### config.mk
export PLATFORM = sky130hd
export DESIGN_NAME = regfile_wr_arbiter
export DESIGN_NICKNAME = d
export VERILOG_FILES = /design/src/rtl/regfile_wr_arbiter.sv
export SDC_FILE = /design/constraint.sdc
export NUM_CORES = 1
export LEC_CHECK = 0
export CAP_MARGIN = 20
export CORE_UTILIZATION = 40
export DETAILED_ROUTE_END_ITERATION = 10
export DONT_BUFFER_PORTS = 1
export GPL_TIMING_DRIVEN = 0
export PLACE_DENSITY = 0.61
export SLEW_MARGIN = 20
export SYNTH_ARGS = -nofsm -noshare
export SYNTH_HDL_FRONTEND = slang
export SYNTH_SLANG_ARGS = --single-unit
### constraint.sdc
create_clock -name clk_pi -period 2.1 [get_ports clk_pi]
set_clock_uncertainty 0.05 [all_clocks]
set_input_delay 0.21 -clock clk_pi [delete_from_list [all_inputs] [get_ports clk_pi]]
set_output_delay 0.21 -clock clk_pi [all_outputs]
set_load 0.005 [all_outputs]
### src/rtl/regfile_wr_arbiter.sv
// Write-port scheduler for the 8x16 register file: post-reset clear sequence plus ALU/load arbitration.
// Optional performance counters are enabled with the REGFILE_ARB_PERF_EN macro.
module regfile_wr_arbiter #(
    parameter int unsigned NUM_REG = 8,
    parameter int unsigned ADDR_W  = 3,
    parameter int unsigned DATA_W  = 16
) (
    input  logic              clk_pi,
    input  logic              reset_n_pi,
    input  logic              init_start_pi,
    input  logic              alu_valid_pi,
    output logic              alu_ready_po,
    input  logic [ADDR_W-1:0] alu_dest_pi,
    input  logic [DATA_W-1:0] alu_data_pi,
    input  logic              alu_movi_lower_pi,
    input  logic              alu_movi_higher_pi,
    input  logic [7:0]        alu_imm_pi,
    input  logic              alu_carry_pi,
    input  logic              alu_borrow_pi,
    input  logic              ld_valid_pi,
    output logic              ld_ready_po,
    input  logic [ADDR_W-1:0] ld_dest_pi,
    input  logic [DATA_W-1:0] ld_data_pi,
    input  logic              cur_carry_pi,
    input  logic              cur_borrow_pi,
    output logic              rf_clk_en_po,
    output logic              rf_wr_po,
    output logic [ADDR_W-1:0] rf_dest_po,
    output logic [DATA_W-1:0] rf_data_po,
    output logic              rf_movi_lower_po,
    output logic              rf_movi_higher_po,
    output logic [7:0]        rf_imm_po,
    output logic              rf_carry_po,
    output logic              rf_borrow_po,
    output logic              init_done_po,
`ifdef REGFILE_ARB_PERF_EN
    output logic              busy_po,
    output logic [15:0]       wr_count_po,
    output logic [15:0]       conflict_count_po
`else
    output logic              busy_po
`endif
);

    localparam logic [ADDR_W-1:0] LastReg = ADDR_W'(NUM_REG - 1);

    typedef enum logic [1:0] {
        StIdle,
        StInit,
        StRun,
        StDrain
    } state_e;

    state_e state_q;
    state_e state_d;

    logic [ADDR_W-1:0] cnt_q;

    // ALU holding buffer
    logic              alu_full_q;
    logic              alu_full_d;
    logic [ADDR_W-1:0] alu_dest_q;
    logic [DATA_W-1:0] alu_data_q;
    logic              alu_movi_lower_q;
    logic              alu_movi_higher_q;
    logic [7:0]        alu_imm_q;
    logic              alu_carry_q;
    logic              alu_borrow_q;

    // Load holding buffer
    logic              ld_full_q;
    logic              ld_full_d;
    logic [ADDR_W-1:0] ld_dest_q;
    logic [DATA_W-1:0] ld_data_q;

    // Set when the ALU entry was captured before the load entry
    logic              alu_older_q;
    logic              alu_older_d;

    logic              alu_cap;
    logic              ld_cap;
    logic              can_issue;
    logic              issue_alu;
    logic              issue_ld;

    always_comb begin
        alu_cap   = alu_valid_pi & alu_ready_po;
        ld_cap    = ld_valid_pi & ld_ready_po;
        can_issue = (state_q == StRun) || (state_q == StDrain);

        issue_ld  = can_issue & ld_full_q & (~alu_full_q | ~alu_older_q);
        issue_alu = can_issue & alu_full_q & ~issue_ld;

        alu_full_d = (alu_full_q & ~issue_alu) | alu_cap;
        ld_full_d  = (ld_full_q & ~issue_ld) | ld_cap;

        // The most recent capture is the younger entry; a same-edge tie favours the load.
        alu_older_d = alu_older_q;
        if (alu_cap) begin
            alu_older_d = 1'b0;
        end else if (ld_cap) begin
            alu_older_d = 1'b1;
        end
    end

    always_comb begin
        state_d = state_q;
        unique case (state_q)
            StIdle: begin
                if (init_start_pi) begin
                    state_d = StInit;
                end
            end
            StInit: begin
                if (cnt_q == LastReg) begin
                    state_d = StRun;
                end
            end
            StRun: begin
                if (init_start_pi) begin
                    state_d = StDrain;
                end
            end
            StDrain: begin
                if (!alu_full_d && !ld_full_d) begin
                    state_d = StInit;
                end
            end
            default: state_d = StIdle;
        endcase
    end

    always_ff @(posedge clk_pi or negedge reset_n_pi) begin
        if (!reset_n_pi) begin
            alu_full_q        <= 1'b0;
            ld_full_q         <= 1'b0;
            alu_older_q       <= 1'b0;
            alu_ready_po      <= 1'b0;
            ld_ready_po       <= 1'b0;
            alu_dest_q        <= '0;
            alu_data_q        <= '0;
            alu_movi_lower_q  <= 1'b0;
            alu_movi_higher_q <= 1'b0;
            alu_imm_q         <= '0;
            alu_carry_q       <= 1'b0;
            alu_borrow_q      <= 1'b0;
            ld_dest_q         <= '0;
            ld_data_q         <= '0;
        end else begin
            alu_full_q   <= alu_full_d;
            ld_full_q    <= ld_full_d;
            alu_older_q  <= alu_older_d;
            alu_ready_po <= (state_d == StRun) && !alu_full_d;
            ld_ready_po  <= (state_d == StRun) && !ld_full_d;
            if (alu_cap) begin
                alu_dest_q        <= alu_dest_pi;
                alu_data_q        <= alu_data_pi;
                alu_movi_lower_q  <= alu_movi_lower_pi;
                alu_movi_higher_q <= alu_movi_higher_pi;
                alu_imm_q         <= alu_imm_pi;
                alu_carry_q       <= alu_carry_pi;
                alu_borrow_q      <= alu_borrow_pi;
            end
            if (ld_cap) begin
                ld_dest_q <= ld_dest_pi;
                ld_data_q <= ld_data_pi;
            end
        end
    end

    // State register and all register-file outputs.
    always_ff @(posedge clk_pi or negedge reset_n_pi) begin
        if (!reset_n_pi) begin
            state_q           <= StIdle;
            cnt_q             <= '0;
            init_done_po      <= 1'b0;
            busy_po           <= 1'b0;
            rf_clk_en_po      <= 1'b0;
            rf_wr_po          <= 1'b0;
            rf_dest_po        <= '0;
            rf_data_po        <= '0;
            rf_movi_lower_po  <= 1'b0;
            rf_movi_higher_po <= 1'b0;
            rf_imm_po         <= '0;
            rf_carry_po       <= 1'b0;
            rf_borrow_po      <= 1'b0;
        end else begin
            state_q      <= state_d;
            busy_po      <= (state_d == StInit) || (state_d == StDrain);
            init_done_po <= (state_q == StRun) && (state_d == StRun);
            cnt_q        <= (state_q == StInit) ? cnt_q + 1'b1 : '0;
            rf_clk_en_po <= 1'b0;
            rf_wr_po     <= 1'b0;

            if (state_q == StInit) begin
                rf_clk_en_po      <= 1'b1;
                rf_wr_po          <= 1'b1;
                rf_dest_po        <= cnt_q;
                rf_data_po        <= '0;
                rf_movi_lower_po  <= 1'b0;
                rf_movi_higher_po <= 1'b0;
                rf_imm_po         <= '0;
                rf_carry_po       <= 1'b0;
                rf_borrow_po      <= 1'b0;
            end else if (issue_ld) begin
                // Loads rewrite the current flags so they survive the write.
                rf_clk_en_po      <= 1'b1;
                rf_wr_po          <= 1'b1;
                rf_dest_po        <= ld_dest_q;
                rf_data_po        <= ld_data_q;
                rf_movi_lower_po  <= 1'b0;
                rf_movi_higher_po <= 1'b0;
                rf_imm_po         <= '0;
                rf_carry_po       <= cur_carry_pi;
                rf_borrow_po      <= cur_borrow_pi;
            end else if (issue_alu) begin
                rf_clk_en_po      <= 1'b1;
                rf_wr_po          <= 1'b1;
                rf_dest_po        <= alu_dest_q;
                rf_data_po        <= alu_data_q;
                rf_movi_lower_po  <= alu_movi_lower_q & ~alu_movi_higher_q;
                rf_movi_higher_po <= alu_movi_higher_q;
                rf_imm_po         <= alu_imm_q;
                rf_carry_po       <= alu_carry_q;
                rf_borrow_po      <= alu_borrow_q;
            end
        end
    end

`ifdef REGFILE_ARB_PERF_EN
    logic init_entry;
    assign init_entry = (state_d == StInit) && (state_q != StInit);

    always_ff @(posedge clk_pi or negedge reset_n_pi) begin
        if (!reset_n_pi) begin
            wr_count_po       <= '0;
            conflict_count_po <= '0;
        end else if (init_entry) begin
            wr_count_po       <= '0;
            conflict_count_po <= '0;
        end else begin
            if ((issue_alu || issue_ld) && (wr_count_po != 16'hFFFF)) begin
                wr_count_po <= wr_count_po + 16'd1;
            end
            if (alu_full_q && ld_full_q && (conflict_count_po != 16'hFFFF)) begin
                conflict_count_po <= conflict_count_po + 16'd1;
            end
        end
    end
`endif

endmodule
==> impl_metrics.ini <==
[worst_setup_path]
cp_max_fo = 10
start_kind = register
worst_r2r_path_depth = 5
ff2ff_setup_slack_ns = 0.43
worstPathArrival_ns = 1.86
critPathLaunch = alu_full_q
path_class = register to register
worstPathRequired_ns = 2.29
crit_path_end = rf_borrow_po
r2r-start = alu_full_q
cp-end-kind = register
r2r_end = rf_borrow_po

[finish]
antennaDiodeCount = 0
seqCellArea_um2 = 2330
final_layout_size_suffix_gt1_share_pct = 25.3
multi_input_area_um2 = 1420
area_delta_synth_final_pct = 23.2
num-nets-final = 426
fill_cells = 839

[routing]
drc = 0
first_pass_iters = 4
wl_um = 8950
drtIter0Drc = 103
wl_per_cell_um = 17.9
avgViaCountPerCell = 5.27
ant_nets = 0
vias = 2641

[logic_synthesis]
ys_seq_area_share_pct = 59.7
ys_types = 32
netlist_top_cells_area = dfrtp_1 60%, mux2_2 15%, a221o_1 4.6%
synth.most_common_cell = dfrtp_1
yosysTopAreaCellShare_pct = 59.7
synth_mux_area_share_pct = 15.2
synth_edf_count = 0
ys.flop_type = dfrtp_1
synthCells = 301
synth_compound_gate_area_share_pct = 12.6
synth_xor_area_share_pct = 0
synth_top_area_cell = dfrtp_1
synthTopCellsByCount = 93 x dfrtp_1, 51 x mux2_2, 32 x a21oi_1
yosysWarningCount = 0
async_flop_share_pct = 100
ys_ff_latch = 93
synth_nets = 360
synth_top_family_by_area = multiplexers
syn_area_um2 = 3900
avgSynthCellArea_um2 = 12.9
yosys.area_share.adder_pct = 0.642
yosys.area_share.simple_pct = 7.80

[floorplanning]
ios = 94
chipWidth_um = 101
start_util_pct = 41.8
die_area_um2 = 10100
rows = 35
fp.dieH_um = 101
core_um2 = 9330

[sta]
fmax_ghz = 0.600
final_hold_viol_count = 93
tns_ns = 0
min_period_ns = 1.67
fin_ws_ns = 0.433
maxSlewViolCount = 0
fin_crit_sh_pct = 79.4
timing.hold.ws_ns = -0.508
slew_headroom_pct = 67.9
tightest_slew_ns = 0.482
rsz0062_at_grt = no
setup_violations = 0

[placement]
place_hpwl_um = 5780
io_buffer_count = 0
dp_slack_ns = 0.489
gp_congestion = 0.711

[run_status]
violations = negative hold slack
outcome = finished with violations

[cts]
clockRootBuffer = clkbuf_8
clock_sinks = 93
holdBufCountCts = 55
cts_tree = yes
insertion_delay_ns = 0.36
cts_made_buffers = 9
cts.path.max_buffers = 2
path_clk_slew_ns = 0.09
cts_max_level = 3
post_cts_buffers = 0
cts_resized = 0

[global_routing]
grt_remaining_overflow = 0
grt_max_degree = 94
grt_usage_pct = 18.2
grt_pass1_wl_um = 13900
grt_pass1_vias = 2766
antenna_found_initial = 0

[hold_path]
worstHoldPathType = input port to asynchronous set/reset pin

[job]
maxCapViolCount = 0

[power_and_ir_drop]
p_total_mw = 5.60
p_leak_nw = 2.16
ir_drop_uv = 577
power_density_nw_per_um2 = 1170
report_power, final:
group	total [mW]	internal [mW]	leakage, nW	switching (mW)
sequential	2.72	2.36	1.21	0.360
clock	1.15	0.509	0.101	0.644
combinational	1.73	0.862	0.843	0.868
total	5.60	3.73	2.16	1.87
final cells by class:
type / instances / area share (%)
buffer: 21 / 2.81
clock buffer: 11 / 3.15
clock inverter: 5 / 0.834
inverter: 5 / 0.391
multi-input combinational: 182 / 29.5
sequential: 93 / 48.5
tap: 129 / 3.36
timing repair buffer: 55 / 11.5
kinds of logic after synthesis:
| group | Yosys count |
|---|---|
| mux | 53 |
| compound gates | 66 |
| flops | 93 |
| simple gates | 61 |
| fa+ha+maj | 2 |
| buf+inv | 26 |
worst min path at each step:
stage                     slack (ns)        from  depth (start not counted)                to
after detailed placement       -0.13  reset_n_pi                          0      ld_dest_q[1]
after global routing           -0.54  reset_n_pi                          0      ld_dest_q[1]
after CTS                      -0.53  reset_n_pi                          0  rf_movi_lower_po
final                          -0.51  reset_n_pi                          0      ld_dest_q[1]
after global placement         -0.13  reset_n_pi                          0      ld_dest_q[1]
after floorplan                -0.14  reset_n_pi                          0      alu_borrow_q
routing by layer:
metal,vias up,track usage (%),part of all wire (%)
met5,-,0,0
li1,1224,-,-
met2,95,29.9,48
met3,11,5.41,7.1
met4,0,5.91,1.2
met1,1311,23.2,43
registers in the layout, summed over array words and instances (netlist names), 2 cells and up:
register	count
alu_data_q	16
alu_dest_q	3
alu_imm_q	8
cnt_q	3
ld_data_q	16
ld_dest_q	3
rf_data_po	16
rf_dest_po	3
rf_imm_po	8
state_q	2
stage by stage:
| step | instances | utilization (%) | instance area, um^2 |
|---|---|---|---|
| floorplan | 301 | - | 3900 |
| global placement | 430 | 43.5 | 4060 |
| detailed placement | 430 | 43.5 | 4060 |
| CTS | 501 | 51.5 | 4800 |
| global route | 501 | 51.5 | 4800 |
| finish | 501 | 51.5 | 4800 |
cells in the final DEF (no fill, tap or decap), drive strengths merged:
cell type    instances
nor3b                1
o21ai                2
o311a                1
mux2i                2
nor2b                4
ha                   2
a22o                 2
mux2                51
a21bo                1
nand3               19
o32a                 1
nor2                 4
a21oi               33
dfrtp               93
buf                 21
or2                  1
o2bb2ai              2
a221o               18
inv                  8
a21boi               1
nand4                1
nand3b               2
nand2b               2
dlygate4sd3         55
a221oi               1
and2                 3
clkinv               2
clkbuf              11
nand2               24
a211oi               4
worst max-delay path, cell delays in order, from the launching register on:
cell,delay (ns)
dfrtp_1,0.38
buf_4,0.20
a21boi_4,0.37
buf_6,0.21
a21oi_1,0.08
a221o_1,0.27
Power figures use the tool's default switching activity.
